--- src/rtl/cle_pkg.sv ---
// Shared constants and fetch FSM encoding for the CLE pixel fetcher.
package cle_pkg;
  localparam int IMG_W  = 32;
  localparam int IMG_H  = 32;
  localparam int XW     = $clog2(IMG_W);
  localparam int YW     = $clog2(IMG_H);
  localparam int ROM_AW = 7;
  localparam int CNT_W  = 11;
  localparam int BYTE_W = 8;

  typedef enum logic [1:0] {
    IDLE,
    PREFETCH,
    STREAM,
    DONE
  } fetch_state_t;
endpackage

--- src/rtl/cle_byte_fifo.sv ---
// Two-entry byte FIFO holding prefetched ROM bytes ahead of the pixel shifter.
module cle_byte_fifo
  import cle_pkg::*;
(
  input  logic              clk,
  input  logic              reset,
  input  logic              push,
  input  logic              pop,
  input  logic [BYTE_W-1:0] din,
  output logic [BYTE_W-1:0] dout,
  output logic [1:0]        count
);
  logic [BYTE_W-1:0] mem [2];
  logic wr_ptr;
  logic rd_ptr;

  always_ff @(posedge clk) begin
    if (push) mem[wr_ptr] <= din;
  end

  always_ff @(posedge clk) begin
    if (reset) begin
      wr_ptr <= 1'b0;
      rd_ptr <= 1'b0;
      count  <= '0;
    end else begin
      if (push) wr_ptr <= ~wr_ptr;
      if (pop)  rd_ptr <= ~rd_ptr;
      case ({push, pop})
        2'b10:   count <= count + 2'd1;
        2'b01:   count <= count - 2'd1;
        default: count <= count;
      endcase
    end
  end

  assign dout = mem[rd_ptr];
endmodule

--- src/rtl/cle_pixel_fetch.sv ---
// Streams a packed 1bpp image from a synchronous ROM as raster-order pixels.
// Define STAT_EN to add the fg_count foreground-pixel counter output.
module cle_pixel_fetch #(
  parameter int IMG_W  = cle_pkg::IMG_W,
  parameter int IMG_H  = cle_pkg::IMG_H,
  parameter int ROM_AW = cle_pkg::ROM_AW
) (
  input  logic                     clk,
  input  logic                     reset,
  input  logic                     start,
  output logic [ROM_AW-1:0]        rom_a,
  input  logic [7:0]               rom_q,
  output logic                     pix_valid,
  input  logic                     pix_ready,
  output logic                     pix,
  output logic [$clog2(IMG_W)-1:0] pix_x,
  output logic [$clog2(IMG_H)-1:0] pix_y,
  output logic                     pix_last,
  output logic                     busy,
  output logic                     done
`ifdef STAT_EN
  ,
  output logic [cle_pkg::CNT_W-1:0] fg_count
`endif
);
  import cle_pkg::*;

  localparam int PXW = $clog2(IMG_W);
  localparam int PYW = $clog2(IMG_H);

  fetch_state_t state, state_nx;

  logic [7:0]      sh_data;
  logic [2:0]      bit_cnt;
  logic            rd_p1, rd_p2;
  logic [ROM_AW:0] rd_cnt;
  logic [7:0]      fifo_dout;
  logic [1:0]      fifo_cnt;

  logic       active, start_acc, consume, issue, want_load;
  logic       load_fifo, load_bypass, fifo_push, fifo_pop;
  logic [7:0] load_byte;

  cle_byte_fifo u_fifo (
    .clk   (clk),
    .reset (reset),
    .push  (fifo_push),
    .pop   (fifo_pop),
    .din   (rom_q),
    .dout  (fifo_dout),
    .count (fifo_cnt)
  );

  // rd_p1/rd_p2 track a read through the ROM's two-edge pipeline; the FIFO
  // plus both stages may never exceed two bytes, so pushes cannot overflow.
  always_comb begin
    state_nx    = state;
    active      = (state == PREFETCH) || (state == STREAM);
    start_acc   = (state == IDLE) && start;
    consume     = pix_valid && pix_ready;
    issue       = active && !rd_cnt[ROM_AW] &&
                  (({1'b0, fifo_cnt} + {2'b0, rd_p1} + {2'b0, rd_p2}) < 3'd2);
    want_load   = active && (!pix_valid || (consume && bit_cnt == 3'd7));
    load_fifo   = want_load && (fifo_cnt != 2'd0);
    load_bypass = want_load && (fifo_cnt == 2'd0) && rd_p2;
    fifo_push   = rd_p2 && !load_bypass;
    fifo_pop    = load_fifo;
    load_byte   = load_fifo ? fifo_dout : rom_q;

    case (state)
      IDLE:     if (start) state_nx = PREFETCH;
      PREFETCH: if (rd_p2) state_nx = STREAM;
      STREAM:   if (consume && pix_last) state_nx = DONE;
      DONE:     state_nx = IDLE;
      default:  state_nx = IDLE;
    endcase
  end

  always_ff @(posedge clk) begin
    if (reset) begin
      state     <= IDLE;
      rom_a     <= '0;
      rd_cnt    <= '0;
      rd_p1     <= 1'b0;
      rd_p2     <= 1'b0;
      sh_data   <= '0;
      bit_cnt   <= '0;
      pix_valid <= 1'b0;
      pix_x     <= '0;
      pix_y     <= '0;
    end else begin
      state <= state_nx;
      rd_p1 <= issue || start_acc;
      rd_p2 <= rd_p1;

      if (start_acc) begin
        rom_a  <= '0;
        rd_cnt <= (ROM_AW+1)'(1);
        pix_x  <= '0;
        pix_y  <= '0;
      end else if (issue) begin
        rom_a  <= rd_cnt[ROM_AW-1:0];
        rd_cnt <= rd_cnt + (ROM_AW+1)'(1);
      end

      if (load_fifo || load_bypass) begin
        sh_data   <= load_byte;
        bit_cnt   <= '0;
        pix_valid <= 1'b1;
      end else if (consume) begin
        sh_data <= {sh_data[6:0], 1'b0};
        bit_cnt <= bit_cnt + 3'd1;
        if (bit_cnt == 3'd7) pix_valid <= 1'b0;
      end

      if (consume) begin
        pix_x <= pix_x + PXW'(1);
        if (&pix_x) pix_y <= pix_y + PYW'(1);
      end
    end
  end

`ifdef STAT_EN
  always_ff @(posedge clk) begin
    if (reset || start_acc) fg_count <= '0;
    else if (consume && pix) fg_count <= fg_count + CNT_W'(1);
  end
`endif

  assign pix      = sh_data[7];
  assign pix_last = pix_valid && (&pix_x) && (&pix_y);
  assign busy     = active;
  assign done     = (state == DONE);
endmodule

--- config.mk ---
export PLATFORM = sky130hd
export DESIGN_NAME = cle_pixel_fetch
export DESIGN_NICKNAME = d
export VERILOG_FILES = /design/src/rtl/cle_pkg.sv /design/src/rtl/cle_byte_fifo.sv /design/src/rtl/cle_pixel_fetch.sv
export SDC_FILE = /design/constraint.sdc
export NUM_CORES = 1
export LEC_CHECK = 0
export ABC_AREA = 1
export BUFFER_PORTS_ARGS = -buffer_cell sky130_fd_sc_hd__buf_2
export CAP_MARGIN = 0
export CORE_UTILIZATION = 54
export CTS_CLUSTER_DIAMETER = 30
export CTS_CLUSTER_SIZE = 25
export DETAILED_ROUTE_END_ITERATION = 8
export PLACE_DENSITY = 0.8
export RECOVER_POWER = 25
export SYNTH_ARGS = -nofsm -noshare
export SYNTH_HDL_FRONTEND = slang
export SYNTH_HIERARCHICAL = 1
export SYNTH_SLANG_ARGS = --single-unit
--- constraint.sdc ---
create_clock -name clk -period 2.4 [get_ports clk]
set_input_delay 0.12 -clock clk [delete_from_list [all_inputs] [get_ports clk]]
set_output_delay 0.12 -clock clk [all_outputs]
set_load 0.01 [all_outputs]
Word level (Yosys, flattened, before mapping):

Memories as Yosys holds them, arrays and structs flattened. A register that Yosys moved wholly into a read port is not among the register bits.
Cells that the tools add are included.

* add/sub/neg operators: 8
* magnitude comparators: 1
* eq/ne operators: 9
* mux-type cells: 22
* bitwise logic cells: 2
* reductions and logical operators: 34

Operators by type and width (number)
* 5-bit 2-to-1 mux: 5
* 8-bit 2-to-1 mux: 3
* 1-bit logical AND: 13
* 2-bit nonzero test: 6
* 5-bit by 1-bit adder with 5-bit output, second input constant: 2
* 5-bit AND reduction: 2
* 1-bit 2-to-1 mux: 9
* 8-bit by 1-bit adder with 8-bit output, second input constant: 1
* 2-bit case mux with 4 select lines: 1
* 2-bit == test, second input constant: 3
* 2-bit 2-to-1 mux: 3
* 2-bit by 1-bit == test with 1-bit output, second input constant: 2
* 2-bit logical NOT: 2
* 1-bit logical OR: 4
* 2-bit inequality test, second input constant: 2
* 2-bit case mux with 2 select lines: 1
* 2-bit OR reduction: 2
* 2-bit by 1-bit adder with 3-bit output: 1
* 3-bit by 1-bit adder with 3-bit output: 1
* 3-bit by 1-bit adder with 3-bit output, second input constant: 1
* 3-bit == test, second input constant: 1
* 1-bit logical NOT: 3
* 3-bit by 2-bit < comparator with 1-bit output, second input constant: 1
* 3-bit AND reduction: 1
* other kinds (5): 6

* register bits: 45
* memory bits (writable): 16
* bits of input ports: 12
* logic and storage cells: 91
* memories: 1

Memories
* u_fifo.mem: depth 2, bits a word 8, rd ports 1, clocked after Yosys merged registers in 1, write ports 1, RTL line cle_byte_fifo.sv:13 `logic [BYTE_W-1:0] mem [2];`

Depth between registers and ports, before layout:

Gate-level depths: netlist (run 1).

* depth after elaboration: 10
* mapped depth: 14

By module:

Netlist (run 1), hierarchy kept.

By module, submodules not included
* cle_pixel_fetch: instances 1, cells each 309, area an instance 2145.8 sq um, seq. area each 820.8 sq um
* cle_byte_fifo: instances 1, cells each 55, area an instance 825.8 sq um, seq. area each 580.6 sq um

Least setup slack after synthesis (run 1):

OpenSTA, ideal clock, no wires.

* kind: flip-flop to flip-flop
* start point: register state[0]
* end point: memory u_fifo.mem[0][0] (enable)
* setup time: 370 ps
* data arrival time: 1602 ps
* setup slack: 428 ps
* stages on the path, launching flop included: 9
* buffers on the path: 1
* clock period less this slack: 1972 ps
* cell sequence: dfxtp_1 -> inv_1 -> ha_1 -> buf_6 -> nand2_1 -> o21ai_0 -> inv_1 -> inv_1 -> nor2_1

* cells in the longest elaborated chain, start to end: 9
* elaborated cells on any way between the ends: 10
* classes of those cells: eq/ne (2); mux (2); reduce/logical (6)

RTL lines
* start: declaration: RTL line cle_pixel_fetch.sv:31 `fetch_state_t state, state_nx;`
* start signal: assignment: RTL line cle_pixel_fetch.sv:92 `state <= state_nx;`
* 2-bit by 1-bit == test with 1-bit output / 2-bit == test (equally long branches): RTL line cle_pixel_fetch.sv:58 `active = (state == PREFETCH) || (state == STREAM);`
* 1-bit logical OR *: RTL line cle_pixel_fetch.sv:58
* named net busy: RTL line cle_pixel_fetch.sv:19 `output logic busy,`
* 1-bit logical AND *: RTL line cle_pixel_fetch.sv:63 `want_load = active && (!pix_valid || (consume && bit_cnt == 3'd7));`
* 1-bit logical AND * (2 in series): RTL line cle_pixel_fetch.sv:65 `load_bypass = want_load && (fifo_cnt == 2'd0) && rd_p2;`
* 1-bit logical NOT *: RTL line cle_pixel_fetch.sv:66 `fifo_push = rd_p2 && !load_bypass;`
* 1-bit logical AND *: RTL line cle_pixel_fetch.sv:66
* named net fifo_push: RTL line cle_pixel_fetch.sv:41 `logic load_fifo, load_bypass, fifo_push, fifo_pop;`
* 1-bit 2-to-1 mux *: RTL line cle_byte_fifo.sv:18 `if (push) mem[wr_ptr] <= din;`
* 1-bit 2-to-1 mux (not written as such) *: RTL line cle_byte_fifo.sv:18
* end: declaration: RTL line cle_byte_fifo.sv:13

The timed path passes the listed nets; every way through them passes the cells marked *.

Final worst setup path (run 1):

* start point: register state[0]
* end point: register u_fifo.count[1]

* cells in the longest elaborated chain, start to end: 9
* elaborated cells on any way between the ends: 13
* classes of those cells: eq/ne (4); mux (1); reduce/logical (8)

RTL lines
* 2-bit by 1-bit == test with 1-bit output / 2-bit == test (equally long branches): RTL line cle_pixel_fetch.sv:58
* 1-bit logical OR *: RTL line cle_pixel_fetch.sv:58
* 1-bit logical AND *: RTL line cle_pixel_fetch.sv:63
* 1-bit logical AND * (2 in series): RTL line cle_pixel_fetch.sv:65
* 1-bit logical NOT *: RTL line cle_pixel_fetch.sv:66
* 1-bit logical AND *: RTL line cle_pixel_fetch.sv:66
* named net fifo_push: RTL line cle_pixel_fetch.sv:41
* 2-bit by 1-bit == test with 1-bit output / 2-bit == test (equally long branches): RTL line cle_byte_fifo.sv:29 `case ({push, pop})`
* 2-bit case mux with 2 select lines / 2-bit nonzero test (equally long branches)
* end signal: assignment: RTL line cle_byte_fifo.sv:30 `2'b10: count <= count + 2'd1;`
* end signal: assignment: RTL line cle_byte_fifo.sv:31 `2'b01: count <= count - 2'd1;`
* end signal: assignment: RTL line cle_byte_fifo.sv:32 `default: count <= count;`
* end: declaration: RTL line cle_byte_fifo.sv:11 `output logic [1:0] count`

Marks and branches as above.
A chain may end at the register's enable or synchronous reset.

==> reports/results.tsv, run 1 <==
metric	value	unit
dpl cells	460	
Power Total	3.57	mW
DRT iter0 DRCs	149	
worst-path fanout max	9	
Port Buf Inserts	33	
unrepaired setup endpoints after global routing	false	
Root Buffer	clkbuf_8	
TritonCTS clock tree	yes	
Core Rows	26	
clock transition at the registers of the reported paths	0.07	ns
mean post-synth cell area	8.16	sq um
met1 usage	28.1	%
share of post-route cells with drive strength above 1	13.3	%
Seq cells post-synth	62	
Final WS setup	0.213	ns
CP required	2.67	ns
GRT met2 Usage	38.2	%
Routed Antenna Nets	0	
Slew Limit Headroom	65.5	%
CP endpoint kind	flip-flop	
Crit Path Class	flip-flop to flip-flop	
max_cap viols	0	
Global Route met3 Usage	3.71	%
n_diodes	0	
Worst Tran Pin Value	0.517	ns
CTS buffer count	9	
final net count	435	
post-cts sizing count	0	
Layout area overhead	15.2	%
total wire length	6.04	mm
fillers	425	
CTS Buffer Depth	2	
number of H-tree levels	3	
setup slack, reg-to-reg	0.21	ns
clock sinks	62	
initial antenna violation count	0	
Warnings, synthesis	6	
Final Critical Period	2.19	ns
Pwr Density	1040	nW/um^2
HPWL Detailed	4.04	mm
Placed Area	3160	sq um
vias in the first global route	2367	
critical path launch point type	flip-flop	
Fin. Hold Viols	0	
DRC Markers	0	
Hold Path Class	input port to flip-flop	
Leak	1.55	nW
global-route wire length before repair	10.5	mm
Setup WS pre-CTS	0.287	ns
arrival time worst endpoint	2.46	ns
Die Span X	76.2	um
Core Area	5200	sq um
Die Area	5800	sq um
Routed WL per cell	12.5	um
placer congestion estimate	0.866	
final hold slack	0.189	ns
Total Routing Usage GR	22.8	%
Final TNS setup	0	ns
Synth Cell Area	2970	sq um
Cells after Synth	364	
fin area	3420	sq um
Util after Layout	65.8	%
Die Ht	76.2	um
setup violators final	0	
Initial Utilization	57.1	%
final worst-path cycle share	91.1	%
Clock Latency Late Sink	0.34	ns
Synth cell types	26	
largest net degree at the start of global routing	19	
Vias	2493	
register area share after synthesis	47.2	%
drt pass-1 iters	4	
achievable frequency	457	MHz
GR peak layer	met2	
syn_nets	390	
Max Slew Vio Count	0	
worst IR drop on VDD	0.666	mV
Vias/cell	5.15	
grt total ovfl	0	
clk_skew	0.00758	ns
# IOs	34	
Post-Layout Cell Count	484	
status	completed	
layer usage:
layer | vias to the layer above | part of all wire, %
li1 | 1266 | -
met1 | 1154 | 44
met2 | 60 | 49
met3 | 13 | 4.5
met4 | 0 | 2.1
met5 | - | 0
where the power goes:
part | total (mW) | internal, mW | switching (mW)
Clock | 0.922 | 0.531 | 0.391
Sequential | 1.45 | 1.30 | 0.155
Combinational | 1.20 | 0.427 | 0.768
Total | 3.57 | 2.26 | 1.31
Yosys cell counts, drive strengths merged:
library cell	n	area, sq um
o21ai	21	105
xnor2	1	8.76
a211oi	2	15.0
mux2	8	120
a21oi	29	145
nor2	42	173
dfxtp	46	921
inv	52	195
nand3b	3	22.5
nand3	23	130
nor3	5	25.0
nand4	6	37.5
ha	14	175
xor2	2	17.5
buf	7	63.8
nand2	86	333
clkbuf	1	3.75
edfxtp	16	480
critical path, cell delays in order, from the launching register on:
cell and delay, ns:
dfxtp_1 0.37, inv_1 0.10, ha_1 0.50, nand2_1 0.16, o21ai_0 0.17, inv_1 0.09, inv_1 0.08, ha_1 0.25
inv_1 0.08, nand2_1 0.05, nor2_1 0.09, nor2_1 0.05, nor2_1 0.11
logic make-up after synthesis:
kind of cell    after synthesis  share of synthesized area [%]
compound gates               52                           8.93
mux                           8                           4.04
xor+xnor                      3                          0.884
simple gates                165                           24.3
buf+inv                      60                           8.84
flops                        62                           47.2
fa+ha+maj                    14                           5.89
final cells by class:
class | count | area, sq um | share of cell area, %
Clock inverter | 4 | 45.0 | 1.32
Multi-Input combinational cell | 242 | 1310 | 38.2
Tap cell | 70 | 87.6 | 2.56
Inverter | 52 | 195 | 5.70
Timing Repair Buffer | 42 | 233 | 6.80
Clock buffer | 12 | 155 | 4.53
Sequential cell | 62 | 1400 | 40.9
worst paths after layout:
path | from | to | depth (start not counted)
setup / recovery | state[0] | u_fifo/count[1] | 12
hold / removal | start | pix_y[0] | 4
setup reg to reg | state[0] | u_fifo/count[1] | 12
hold reg to reg | rd_p1 | rd_p2 | 2
placed cells by master (no fill, tap or decap):
master         instances
nand2_2                4
clkbuf_8              11
nor3_1                 5
nor2_4                 1
xor2_1                 2
xnor2_1                1
nand3_2                3
o21ai_1                1
dfxtp_1               46
a21oi_1               29
clkinv_2               3
inv_2                  3
dlygate4sd3_1          8
nand4_1                6
bufinv_16              1
nand3b_1               3
o21ai_0               20
nor2_1                38
a211oi_1               2
nand3_1               20
buf_4                  1
inv_1                 49
nand2_1               82
edfxtp_1              16
ha_1                  14
nor2_2                 3
clkbuf_1              17
buf_2                 17
mux2_4                 8
flip-flops by register name, summed over array words and instances, names as in the netlist, named ones only:
name and count:
rom_a 7, rd_cnt 8, sh_data 8, u_fifo/rd_ptr 1, u_fifo/mem 16, state 2
u_fifo/count 2, u_fifo/wr_ptr 1, bit_cnt 3, rd_p1 1, pix_valid 1, rd_p2 1
pix_y 5, pix_x 5
repair_timing:
| action | in CTS | in global routing |
|---|---|---|
| hold endpoints to repair | 16 | 0 |
| setup buffers | 0 | 0 |
| hold buffers | 8 | 0 |
Power figures use the tool's default switching activity.
==> run 2, diff against run 1 <==
--- a/config.mk
+++ b/config.mk
@@ -5,7 +5,6 @@
 export SDC_FILE = /design/constraint.sdc
 export NUM_CORES = 1
 export LEC_CHECK = 0
-export ABC_AREA = 1
 export BUFFER_PORTS_ARGS = -buffer_cell sky130_fd_sc_hd__buf_2
 export CAP_MARGIN = 0
 export CORE_UTILIZATION = 54
==> reports/results.tsv, run 2 <==
metric	value	unit	change
largest net degree at the start of global routing	31		+12
initial antenna violation count	0		unchanged
Post-Layout Cell Count	407		-16%
drt pass-1 iters	4		unchanged
global-route wire length before repair	9.09	mm	-13%
number of H-tree levels	3		unchanged
placer congestion estimate	0.767		-11%
biggest regs	u_fifo/mem (16), rd_cnt (8), sh_data (8)		
achievable frequency	453	MHz	-0.90%
total wire length	5.48	mm	-9.3%
n_diodes	0		unchanged
Yosys top cell by area	dfxtp_1		
critical path launch point type	flip-flop		
dpl cells	385		-16%
CP required	2.66	ns	about the same
Final WS setup	0.193	ns	-0.0198 ns
Worst Tran Pin Value	0.552	ns	+0.0354 ns
Top delay family on crit path	adder cells		
DRT iter0 DRCs	116		-22%
Async S/R FF share, synth	0	%	unchanged
TritonCTS clock tree	yes		
Total Routing Usage GR	21.6	%	-1.1 points
Placed Area	3080	sq um	-2.8%
Die Ht	74.7	um	-1.9%
Die Area	5580	sq um	-3.8%
post-cts sizing count	0		unchanged
Port Buf Inserts	33		unchanged
Fin. Hold Viols	0		unchanged
Final Critical Period	2.21	ns	+0.0198 ns
EDFF count, synth	16		unchanged
Hold Path Class	input port to flip-flop		
Seq cells post-synth	62		unchanged
max_cap viols	0		unchanged
Root Buffer	clkbuf_8		
CP endpoint kind	flip-flop		
ys flop type	dfxtp_1		
Routed WL per cell	13.5	um	+7.9%
final hold slack	0.0721	ns	-0.117 ns
share of post-route cells with drive strength above 1	15.1	%	+1.8 points
Initial Utilization	55.9	%	-1.2 points
Warnings, synthesis	6		unchanged
Cells after Synth	289		-21%
Crit Path Class	flip-flop to flip-flop		
commonest cells in the netlist	46 x dfxtp_1, 41 x nor2_1, 26 x nand2_1		
# IOs	34		unchanged
Core Area	5110	sq um	-1.9%
fin area	3290	sq um	-4.1%
clock sinks	62		unchanged
top cell type's share of synthesized area	32.3	%	+1.3 points
Vias	2221		-11%
arrival time worst endpoint	2.47	ns	about the same
Synth Cell Area	2850	sq um	-4.0%
worst IR drop on VDD	0.643	mV	-3.5%
cell mode on critical path	ha_1		
Final TNS setup	0	ns	unchanged
clock transition at the registers of the reported paths	0.06	ns	about the same
Slew Limit Headroom	63.0	%	-2.5 points
DRC Markers	0		unchanged
most frequent cells in the layout	46 x dfxtp_1, 41 x nor2_1, 26 x nand2_1, 22 x a21oi_1, 18 x clkbuf_1		
Setup Fix Bufs, Post-CTS	0		unchanged
Pwr Density	1010	nW/um^2	-3.2%
crit-path cells	ha_1 > ha_1 > nand2_1 > nand2_1 > a31oi_1 > inv_1 > ha_1 > or3_1 > a21oi_1		
Leak	1.28	nW	-17%
mean post-synth cell area	9.88	sq um	+21%
vias in the first global route	2041		-14%
Layout area overhead	15.1	%	
Clock Latency Late Sink	0.34	ns	about the same
Max Slew Vio Count	0		unchanged
clk_skew	0.00937	ns	+0.00179 ns
final worst-path cycle share	92.0	%	+0.83 points
CTS Buffer Depth	2		unchanged
worst-path fanout max	3		-6
Synth cell types	44		+69%
syn_nets	315		-19%
setup violators final	0		unchanged
top-count cell post-synth	dfxtp_1		
Routed Antenna Nets	0		unchanged
Core Rows	26		unchanged
critical path buffer and inverter count	1		-3
HPWL Detailed	3.69	mm	-8.7%
grt total ovfl	0		unchanged
unrepaired setup endpoints after global routing	false		
setup slack, reg-to-reg	0.19	ns	-0.02 ns
Power Total	3.31	mW	-7.2%
Setup WS pre-CTS	0.232	ns	-0.0551 ns
Util after Layout	64.3	%	-1.5 points
Most flops, register	u_fifo/mem		
final net count	358		-18%
Worst path max stage delay	0.35	ns	-0.15 ns
Die Span X	74.7	um	-1.9%
status	completed		
most common cell after layout, fill and taps aside	dfxtp_1		
Slowest-stage cell, CP	or3_1		
Vias/cell	5.46		+5.9%
CTS buffer count	9		unchanged
register area share after synthesis	49.1	%	+1.9 points
max reg flops	16		unchanged
top cells by area in the synthesized netlist	dfxtp_1 32%, edfxtp_1 17%, ha_1 6.1%, nor2_1 5.4%, a21oi_1 3.9%		
## run 2: cell types whose count changed in the layout (fill, tap and decap cells not counted), sizes merged, moves of 6 or more
| cell | before | now |
|---|---|---|
| nand2 | 86 | 27 |
| inv | 52 | 5 |
| and3 | 0 | 6 |
| a21oi | 29 | 22 |
| o21ai | 21 | 8 |
| nand3 | 23 | 14 |
| a211oi | 2 | 9 |
## run 2: logic make-up after synthesis
kind of cell	share of synthesized area, %
fa+ha+maj	6.14
compound gates	14.0
buf+inv	3.29
flops	49.1
simple gates	19.2
xor+xnor	3.38
mux	4.91
## run 2: report_power, final
group	switching (mW)	internal, mW	leakage (nW)
Clock	0.393	0.398	0.0800
Sequential	0.141	1.26	0.518
Combinational	0.655	0.470	0.684
## run 2: layout make-up
type                       count  area [sq um]
clock inverter                 4          23.8
clock buffer                  12           145
sequential                    62          1400
timing repair buffer          45           250
fill                         438          1820
multi-input combinational    209          1360
tap                           70          87.6
inverter                       5          18.8
## run 2: final timing paths
kind / endpoint / cells after the start / start
max: u_fifo/count[1] / 9 / bit_cnt[0]
min: u_fifo/mem[0][1] / 1 / rom_q[1]
max reg2reg: u_fifo/count[1] / 9 / bit_cnt[0]
min reg2reg: rom_a[5] / 2 / rom_a[5]
## run 2: layer usage
layer	vias to the layer above	global-route usage, %	wire (um)
li1	1119	-	-
met5	-	0	0
met3	10	3.61	158
met1	1053	28.0	2670
met4	0	10.7	105
met2	39	35.1	2550
## run 2: what timing repair did
action                     in CTS  in global routing
setup endpoints to repair       0                  0
hold endpoints to repair       12                  0
hold buffers                    6                  0
